File: config.mk
export PLATFORM = sky130hd
export DESIGN_NAME = frame_dump_ctrl
export DESIGN_NICKNAME = d
export VERILOG_FILES = /design/src/rtl/frame_dump_pkg.sv /design/src/rtl/frame_dump_pacer.sv /design/src/rtl/frame_dump_ctrl.sv
export SDC_FILE = /design/constraint.sdc
export NUM_CORES = 1
export LEC_CHECK = 0
export ABC_AREA = 1
export BUFFER_PORTS_ARGS = -buffer_cell sky130_fd_sc_hd__buf_2
export CORE_ASPECT_RATIO = 1.4
export CORE_MARGIN = 3
export CORE_UTILIZATION = 52
export DETAILED_ROUTE_END_ITERATION = 8
export GPL_ROUTABILITY_DRIVEN = 0
export PLACE_DENSITY = 0.7
export SLEW_MARGIN = 15
export SYNTH_ARGS = -nofsm -noshare
export SYNTH_HDL_FRONTEND = slang
export SYNTH_SLANG_ARGS = --single-unit
File: constraint.sdc
create_clock -name sys_clk_i -period 3.6 [get_ports sys_clk_i]
set_input_delay 0 -clock sys_clk_i [delete_from_list [all_inputs] [get_ports sys_clk_i]]
set_output_delay 0 -clock sys_clk_i [all_outputs]
set_load 0.05 [all_outputs]
File: src/rtl/frame_dump_pkg.sv
// frame_dump_pkg: shared types and constants for the frame dump controller.
//   state_e  - controller FSM state encoding
//   SYNC0/1  - header sync bytes emitted ahead of the payload (header builds)
//   HDR_LEN  - number of header bytes
package frame_dump_pkg;

  typedef enum logic [2:0] {
    IDLE  = 3'd0,
    HDR   = 3'd1,
    FETCH = 3'd2,
    LATCH = 3'd3,
    PACE  = 3'd4,
    SEND  = 3'd5,
    FIN   = 3'd6
  } state_e;

  localparam logic [7:0] SYNC0   = 8'hA5;
  localparam logic [7:0] SYNC1   = 8'h5A;
  localparam int         HDR_LEN = 4;

endpackage

File: src/rtl/frame_dump_pacer.sv
// frame_dump_pacer: write pacing for a byte UART producer.
// Counts idle cycles since the UART last reported busy (or since our own
// write) and reports ready once HOLDOFF idle cycles have elapsed.
// Ports:
//   clk_i    - clock (rising edge)
//   rst_i    - synchronous active-high reset; counter starts saturated so the
//              first write after reset is not delayed
//   busy_i   - UART transmitting
//   send_i   - producer issues a write strobe this cycle
//   ready_o  - a write may be issued next cycle
module frame_dump_pacer #(
  parameter int HOLDOFF = 8191
) (
  input  logic clk_i,
  input  logic rst_i,
  input  logic busy_i,
  input  logic send_i,
  output logic ready_o
);

  localparam int            CW      = $clog2(HOLDOFF + 1);
  localparam logic [CW-1:0] CNT_MAX = CW'(HOLDOFF);

  logic [CW-1:0] holdoff_cnt_q, holdoff_cnt_d;

  // Clearing on our own write covers the gap before the UART raises busy.
  always_comb begin
    holdoff_cnt_d = holdoff_cnt_q;
    if (busy_i || send_i) begin
      holdoff_cnt_d = '0;
    end else if (holdoff_cnt_q != CNT_MAX) begin
      holdoff_cnt_d = holdoff_cnt_q + 1'b1;
    end
  end

  always_ff @(posedge clk_i) begin
    if (rst_i) begin
      holdoff_cnt_q <= CNT_MAX;
    end else begin
      holdoff_cnt_q <= holdoff_cnt_d;
    end
  end

  assign ready_o = (holdoff_cnt_q == CNT_MAX) && !busy_i;

endmodule

File: src/rtl/frame_dump_ctrl.sv
// frame_dump_ctrl: walks a COLS x ROWS word-addressed frame store and streams
// every word MSB-first, byte by byte, into a byte UART.
// Optional feature macro: FRAME_DUMP_HEADER_EN prefixes each dump with
// A5 5A COLS[7:0] ROWS[7:0].
// Ports:
//   sys_clk_i, sys_rst_i  - clock, synchronous active-high reset
//   start_i               - begins a dump when idle (ignored while busy)
//   abort_i               - ends the running dump via FIN
//   read_x_o, read_y_o    - registered read address
//   read_data_i           - word for the address presented one cycle earlier
//   uart_wr_o, uart_dat_o - one-cycle write strobe and its byte
//   uart_busy_i           - UART transmitting
//   busy_o, done_o        - dump in progress, one-cycle completion pulse
// UART handshake: there is no ready input. uart_wr_o is a single-cycle strobe
// issued only after the pacer has seen uart_busy_i low for HOLDOFF cycles
// following the previous strobe; the UART is expected to raise uart_busy_i
// within that window and hold it while the byte is in flight.
module frame_dump_ctrl
  import frame_dump_pkg::*;
#(
  parameter  int COLS           = 40,
  parameter  int ROWS           = 30,
  parameter  int BYTES_PER_WORD = 4,
  parameter  int HOLDOFF        = 8191,
  parameter  int XW             = $clog2(COLS),
  parameter  int YW             = $clog2(ROWS),
  localparam int WORD_W         = 8 * BYTES_PER_WORD
) (
  input  logic              sys_clk_i,
  input  logic              sys_rst_i,
  input  logic              start_i,
  input  logic              abort_i,
  output logic [XW-1:0]     read_x_o,
  output logic [YW-1:0]     read_y_o,
  input  logic [WORD_W-1:0] read_data_i,
  output logic              uart_wr_o,
  output logic [7:0]        uart_dat_o,
  input  logic              uart_busy_i,
  output logic              busy_o,
  output logic              done_o
);

  // Byte index serves both payload words and the header.
  localparam int            IDX_MAX    = (BYTES_PER_WORD > HDR_LEN) ? BYTES_PER_WORD : HDR_LEN;
  localparam int            IW         = $clog2(IDX_MAX);
  localparam logic [IW-1:0] IDX_LAST_W = IW'(BYTES_PER_WORD - 1);
  localparam logic [IW-1:0] IDX_LAST_H = IW'(HDR_LEN - 1);
  localparam logic [XW-1:0] X_LAST     = XW'(COLS - 1);
  localparam logic [YW-1:0] Y_LAST     = YW'(ROWS - 1);
  localparam logic [7:0]    COLS_B     = 8'(COLS);
  localparam logic [7:0]    ROWS_B     = 8'(ROWS);

  state_e              state_q, state_d;
  logic [XW-1:0]       x_q, x_d;
  logic [YW-1:0]       y_q, y_d;
  logic [IW-1:0]       idx_q, idx_d;
  logic [WORD_W-1:0]   word_q, word_d;
  logic                hdr_q, hdr_d;
  logic [7:0]          dat_q, dat_d;

  logic                pace_ready;
  logic                send;
  logic [WORD_W-1:0]   word_shifted;
  logic [7:0]          word_byte;
  logic [7:0]          hdr_byte;

  assign send = (state_q == SEND);

  frame_dump_pacer #(
    .HOLDOFF (HOLDOFF)
  ) u_pacer (
    .clk_i   (sys_clk_i),
    .rst_i   (sys_rst_i),
    .busy_i  (uart_busy_i),
    .send_i  (send),
    .ready_o (pace_ready)
  );

  // Shift the selected byte to the top so MSB-first is a fixed slice.
  always_comb begin
    word_shifted = word_q << (8 * idx_q);
    word_byte    = word_shifted[WORD_W-1 -: 8];
  end

  always_comb begin
    case (idx_q)
      IW'(1):  hdr_byte = SYNC1;
      IW'(2):  hdr_byte = COLS_B;
      IW'(3):  hdr_byte = ROWS_B;
      default: hdr_byte = SYNC0;
    endcase
  end

  always_comb begin
    state_d = state_q;
    x_d     = x_q;
    y_d     = y_q;
    idx_d   = idx_q;
    word_d  = word_q;
    hdr_d   = hdr_q;
    dat_d   = dat_q;
    case (state_q)
      IDLE: begin
        if (start_i) begin
          x_d   = '0;
          y_d   = '0;
          idx_d = '0;
`ifdef FRAME_DUMP_HEADER_EN
          hdr_d   = 1'b1;
          state_d = HDR;
`else
          hdr_d   = 1'b0;
          state_d = FETCH;
`endif
        end
      end
      HDR: begin
        idx_d   = '0;
        state_d = PACE;
      end
      FETCH: state_d = LATCH;
      LATCH: begin
        word_d  = read_data_i;
        idx_d   = '0;
        state_d = PACE;
      end
      PACE: begin
        if (pace_ready) begin
          dat_d   = hdr_q ? hdr_byte : word_byte;
          state_d = SEND;
        end
      end
      SEND: begin
        if (hdr_q) begin
          if (idx_q == IDX_LAST_H) begin
            hdr_d   = 1'b0;
            idx_d   = '0;
            state_d = FETCH;
          end else begin
            idx_d   = idx_q + 1'b1;
            state_d = PACE;
          end
        end else if (idx_q != IDX_LAST_W) begin
          idx_d   = idx_q + 1'b1;
          state_d = PACE;
        end else begin
          idx_d = '0;
          if (x_q == X_LAST && y_q == Y_LAST) begin
            state_d = FIN;
          end else begin
            if (x_q == X_LAST) begin
              x_d = '0;
              y_d = y_q + 1'b1;
            end else begin
              x_d = x_q + 1'b1;
            end
            state_d = FETCH;
          end
        end
      end
      FIN:     state_d = IDLE;
      default: state_d = IDLE;
    endcase
    // FIN itself is excluded so an abort held high cannot repeat done_o.
    if (abort_i && state_q != IDLE && state_q != FIN) begin
      state_d = FIN;
    end
  end

  always_ff @(posedge sys_clk_i) begin
    if (sys_rst_i) begin
      state_q <= IDLE;
      x_q     <= '0;
      y_q     <= '0;
      idx_q   <= '0;
      word_q  <= '0;
      hdr_q   <= 1'b0;
      dat_q   <= '0;
    end else begin
      state_q <= state_d;
      x_q     <= x_d;
      y_q     <= y_d;
      idx_q   <= idx_d;
      word_q  <= word_d;
      hdr_q   <= hdr_d;
      dat_q   <= dat_d;
    end
  end

  assign read_x_o   = x_q;
  assign read_y_o   = y_q;
  assign uart_wr_o  = send;
  assign uart_dat_o = dat_q;
  assign busy_o     = (state_q != IDLE);
  assign done_o     = (state_q == FIN);

endmodule
==> results of run 1 <==
-- flip-flops by register name, summed over array words and instances (netlist names) --
name                   flops
read_x_o                   6
u_pacer.holdoff_cnt_q     13
word_q                    32
uart_dat_o                 8
hdr_q                      1
state_q                    3
read_y_o                   5
idx_q                      2
-- routing by layer --
| metal | global-route usage | up-vias |
|---|---|---|
| li1 | - | 1883 |
| met1 | 0.2589 | 1596 |
| met2 | 0.4059 | 81 |
| met3 | 0.05603 | 16 |
| met4 | 0.1023 | 0 |
| met5 | 0 | - |
-- how the worst max path moves through the flow --
stage	to	slack, ps	cells after the start
3_5_place_dp	word_q[5]	1400	7
5_1_grt	word_q[17]	670	6
6_report	word_q[5]	1080	6
3_3_place_gp	word_q[5]	1490	7
4_1_cts	word_q[5]	1370	7
2_1_floorplan	read_y_o[1]	1790	8
-- through the flow --
step / instances / area (um2)
floorplan: 532 / 3652
global placement: 662 / 3948
detailed placement: 662 / 3948
CTS: 711 / 4502
global route: 711 / 4502
finish: 711 / 4502
-- cell usage in the layout (no fill, tap or decap), types with 10 or more instances in the layout --
cell type / count
nand2_1: 115
nand3_1: 46
inv_1: 42
a21oi_1: 28
buf_2: 58
dfxtp_1: 70
o211ai_1: 10
clkbuf_8: 10
nor2_1: 86
dlygate4sd3_1: 33
o21ai_0: 47
-- final cells by class --
class                      instances  area share
multi-input combinational        388      0.4272
sequential                        70      0.3113
timing repair buffer              94      0.1429
inverter                          51     0.04336
clock buffer                      11     0.03141
tap                               92     0.02557
clock inverter                     5     0.01834
-- kinds of logic (layout without fill, tap and decap cells) --
logic type | after synthesis | in the layout
buf+inv | 74 | 161
fa+ha+maj | 8 | 8
simple gates | 285 | 285
compound gates | 92 | 92
xor+xnor | 3 | 3
flops | 70 | 70
-- power groups by stage --
| stage | sequential [mW] | clock (mW) | combinational, mW |
|---|---|---|---|
| floorplan | 1.02 | 0 | 0.581 |
| CTS | 0.973 | 0.726 | 0.788 |
| global route | 0.992 | 0.761 | 0.886 |
| global placement | 0.985 | 0 | 0.749 |
| finish | 0.973 | 0.712 | 0.787 |
| detailed placement | 0.989 | 0 | 0.757 |
-- critical path, stage by stage (launching register included) --
cell and delay, ps:
dfxtp_1 580, nand2_1 150, nor2_2 100, buf_4 230
clkinv_1 790, o21ai_0 450, a21oi_1 70
==> out/results.ini, run 1 <==
[routing]
wl_met3_um=318
firstDrtPassIters=4
drt-initial-drc-count=217
routedWlPerCell_um=12.11
antenna_left=0
routed-via-count=3576
viasPerCell=5.030
wl_met2_um=4408
wl_met1_um=3679
drcViolationCount=0
highest_layer=met4
wl_um=8608

[timing]
setup_slack_ps=1085
slew_violations=0
fin_crit_ps=2515
slew_headroom=0.3464
finalSetupTns_ps=0
setup_viol=0
worstMarginPinSlew_ps=974.4
finalHoldViolations=0
period_share=0.6987
rsz0062_at_grt=no
whs_ps=63.91
clock-skew-final_ps=8.563
max_freq_ghz=0.3976

[final_layout]
diodes=0
area_delta_synth_final_pct=23.26
fin_util=0.6719
nFillCells=612
drive_above_1_share=0.1729
finalNetCount=659
regArea_mm2=0.001401
multiInputGateArea_mm2=0.001923

[status]
status=completed

[synth]
synth_xor_area_frac=0.007194
synthTopCellsByCount=nand2_1, nor2_1, dfxtp_1
synth_seq_area_share=0.3837
yosysMostFrequentCell=nand2_1
synthMuxAreaShare=0
synth_edf_count=0
yosys-top-cells-area=dfxtp_1, nand2_1, nor2_1, o21ai_0, nand3_1
synth_top_family_by_area=simple AND/OR/NAND/NOR gates
ys_types=35
synth-simple-area-share=0.3556
yosysTopAreaCellShare=0.3837
ys_async_sr_fraction=0
synth_area_leader_cell=dfxtp_1
syn-cell-area_mm2=0.003652
synth_cells=532
ys_warn_count=0
synth-seq-cells=70
synth-main-ff-cell=dfxtp_1
synthAdderAreaFrac=0.02741
syn_avg_cell_area_um2=6.865
synth_compound_area_frac=0.1363
syn_nets=577

[grt]
grt_use_total=0.2301
grt_pass1_vias=3367
antenna_found_initial=0
grt_overflow=0
grt_start_max_net_pins=44
grt_pass1_wl_um=15130

[placement]
port-buffer-count=58
preCtsSetupSlack_ps=1400
post-dp-hpwl_um=5892

[clocking]
hold_buffers=33
clock_sinks=70
cts_buffers=9
cts.path.max_buffers=2
ctsResizeCount=0
ctsHtreeMaxLevel=3
insertion_delay_ps=340
path_clk_slew_ps=80
post-cts-setup-buffer-count=0
cts_root_buffer=clkbuf_8
cts_tree=done

[critical_path]
cp_max_fo=43
worst-r2r-cell-count=6
worst-setup-path-type=register to register
cp.arrival_ps=2720
crit_path_start=state_q[0]
r2r_slack_ps=1080
timing.rr.end=word_q[5]
cp.required_ps=3810
start_kind=register
reg2reg_from=state_q[0]
endpoint_kind=register

[pwr]
p_int_mw=1.543
pwr-share-clk=0.288
seqPwrFrac=0.394
p_comb_frac=0.318
vdd_drop_max_mv=0.3223
power.leakage_nw=2.069
total_power_mw=2.472
power.density_mw_per_mm2=549.1
p_sw_mw=0.9295
p_sw_frac=0.3760

[floorplan]
die_y_um=105.2
initial_utilization=0.5451
core_area_mm2=0.006700
die-area_mm2=0.008079
die_width_um=76.83
ios=59
num_rows=35

[hold_path]
hold_depth=4
hold_path_class=input pin to register
worstHoldEndpoint=hdr_q
hold_start=start_i

[job]
cap_violations=0

Power figures use the tool's default switching activity.
==> run 2: changes to the inputs <==
==> constraint.sdc (replaced) <==
create_clock -name sys_clk_i -period 2.4 [get_ports sys_clk_i]
set_input_delay 0 -clock sys_clk_i [delete_from_list [all_inputs] [get_ports sys_clk_i]]
set_output_delay 0 -clock sys_clk_i [all_outputs]
set_load 0.05 [all_outputs]
==> run 2 against run 1 <==
Cell count rose by 0.14%. Total power rose by 50%. Utilization rose by 0.056 points. Count of clock-buffer cells in the layout fell by 1. Maximum frequency rose by 36%. Hold slack got worse by 42 ps. Routed wire length rose by 1.7%. Global-route usage fell by 0.62 points. Largest power group unchanged. Highest routed layer unchanged.
==> out/results.ini, run 2 (synthesized netlist as in run 1, its figures left out) <==
[pwr]
total_power_mw=3.718  ; +50%
power.leakage_nw=2.069  ; about the same
vdd_drop_max_mv=0.4598  ; +43%
power.density_mw_per_mm2=825.2  ; +50%

[timing]
slew_violations=0  ; unchanged
setup_viol=0  ; unchanged
finalSetupTns_ps=0  ; unchanged
fin_crit_ps=1848  ; -667.8 ps
max_freq_ghz=0.5412  ; +36%
period_share=0.7698  ; +0.07112
worstMarginPinSlew_ps=516.5  ; -457.9 ps
rsz0062_at_grt=no
finalHoldViolations=0  ; unchanged
slew_headroom=0.6553  ; +0.3089
clock-skew-final_ps=9.637  ; +1.074 ps

[final_layout]
multiInputGateArea_mm2=0.001923  ; unchanged
drive_above_1_share=0.1774  ; +0.004560
final_cell_mix=nand2_1, nor2_1, dfxtp_1, buf_2, o21ai_0
largest_reg_flops=32  ; unchanged
fin_util=0.6725  ; about the same
diodes=0  ; unchanged
finalNetCount=660  ; +0.15%
layoutNonFillerInstCount=712  ; +0.14%
regArea_mm2=0.001401  ; unchanged
top_register=word_q
final_common_cell=nand2_1
nFillCells=601  ; -1.8%
area_delta_synth_final_pct=23.36  ; about the same

[grt]
grt_overflow=0  ; unchanged
antenna_found_initial=0  ; unchanged
grt_start_max_net_pins=44  ; unchanged
grt_pass1_vias=3396  ; +0.86%
grt_pass1_wl_um=14840  ; -1.9%
grt_use_total=0.2240  ; -0.006178

[placement]
post-dp-hpwl_um=6057  ; +2.8%
port-buffer-count=58  ; unchanged
placed_cells=664  ; +0.30%

[clocking]
clock_sinks=70  ; unchanged
cts_tree=done
hold_buffers=32  ; -3.0%
post-cts-setup-buffer-count=0  ; unchanged
insertion_delay_ps=340  ; about the same
path_clk_slew_ps=80  ; about the same
cts.path.max_buffers=2  ; unchanged
cts_buffers=9  ; unchanged
ctsHtreeMaxLevel=3  ; unchanged
ctsResizeCount=0  ; unchanged
cts_root_buffer=clkbuf_8

[routing]
drcViolationCount=0  ; unchanged
drt-initial-drc-count=158  ; -27%
firstDrtPassIters=4  ; unchanged
routedWlPerCell_um=12.29  ; +1.5%
viasPerCell=5.041  ; +0.22%
antenna_left=0  ; unchanged
wl_um=8752  ; +1.7%
routed-via-count=3589  ; +0.36%

[floorplan]
die_width_um=76.83  ; unchanged
ios=59  ; unchanged
die_y_um=105.2  ; unchanged
die-area_mm2=0.008079  ; unchanged
initial_utilization=0.5451  ; unchanged
core_area_mm2=0.006700  ; unchanged
num_rows=35  ; unchanged

[critical_path]
endpoint_kind=register
cp.arrival_ps=2080  ; -640 ps
cp_max_fo=12  ; -72%
start_kind=register
cp.required_ps=2630  ; -1180 ps
worst-setup-path-type=register to register

[job]
cap_violations=0  ; unchanged

[status]
status=completed

[hold_path]
hold_path_class=input pin to register

-- run 2: changes by cell type in the layout (fill, tap and decap cells not counted) --
cell / delta
inv_1: +1
dlygate4sd3_1: -1
clkinv_4: -2
clkinvlp_4: +2
clkinv_2: +1
clkbuf_1: -1
buf_4: +2
clkinv_1: -1
-- run 2: worst max-delay path, cell delays in order, from the launching register on --
cell	delay, ps
dfxtp_1	570
clkinv_1	350
ha_1	290
o21ai_0	260
nand2_1	110
nor2_1	100
nor2_1	60
-- run 2: through the flow --
stage                     hold WS [ps]  instance area, um2  setup slack (ps)
after floorplan                  69.07                3652             588.0
after global placement           221.4                3963             597.4
after CTS                        9.259                4506             570.6
after global routing           0.05018                4506             364.8
final                            22.01                4506             552.4
after detailed placement         224.2                3963             588.1
-- run 2: path summary, 6_finish.rpt --
kind	from	end	slack (ps)	cells past startpoint
min	sys_rst_i	read_y_o[1]	20	2
max	idx_q[1]	uart_dat_o[1]	550	6
max reg2reg	idx_q[1]	uart_dat_o[1]	550	6
min reg2reg	word_q[1]	word_q[1]	460	2
-- run 2: report_power, final --
part           switching [mW]  total (mW)  internal (mW)
combinational           0.807        1.19          0.383
clock                   0.450        1.06          0.610
sequential              0.151        1.47           1.32
total                    1.41        3.72           2.31
-- run 2: area by class of cell --
| cell class | instances | share of cell area |
|---|---|---|
| clock inverters | 6 | 0.01888 |
| repair buffers | 95 | 0.1438 |
| clock buffers | 10 | 0.03055 |
| multi-input cells | 388 | 0.4268 |
| flip-flops and latches | 70 | 0.3110 |
| inverters | 51 | 0.04332 |
| well taps | 92 | 0.02555 |
-- run 2: layer usage --
metal  vias up  GRT usage  share of wire
li1       1885          -              -
met2        69     0.4252           0.53
met3        12    0.04655          0.030
met5         -          0              0
met4         0    0.07642          0.015
met1      1623     0.2404           0.42
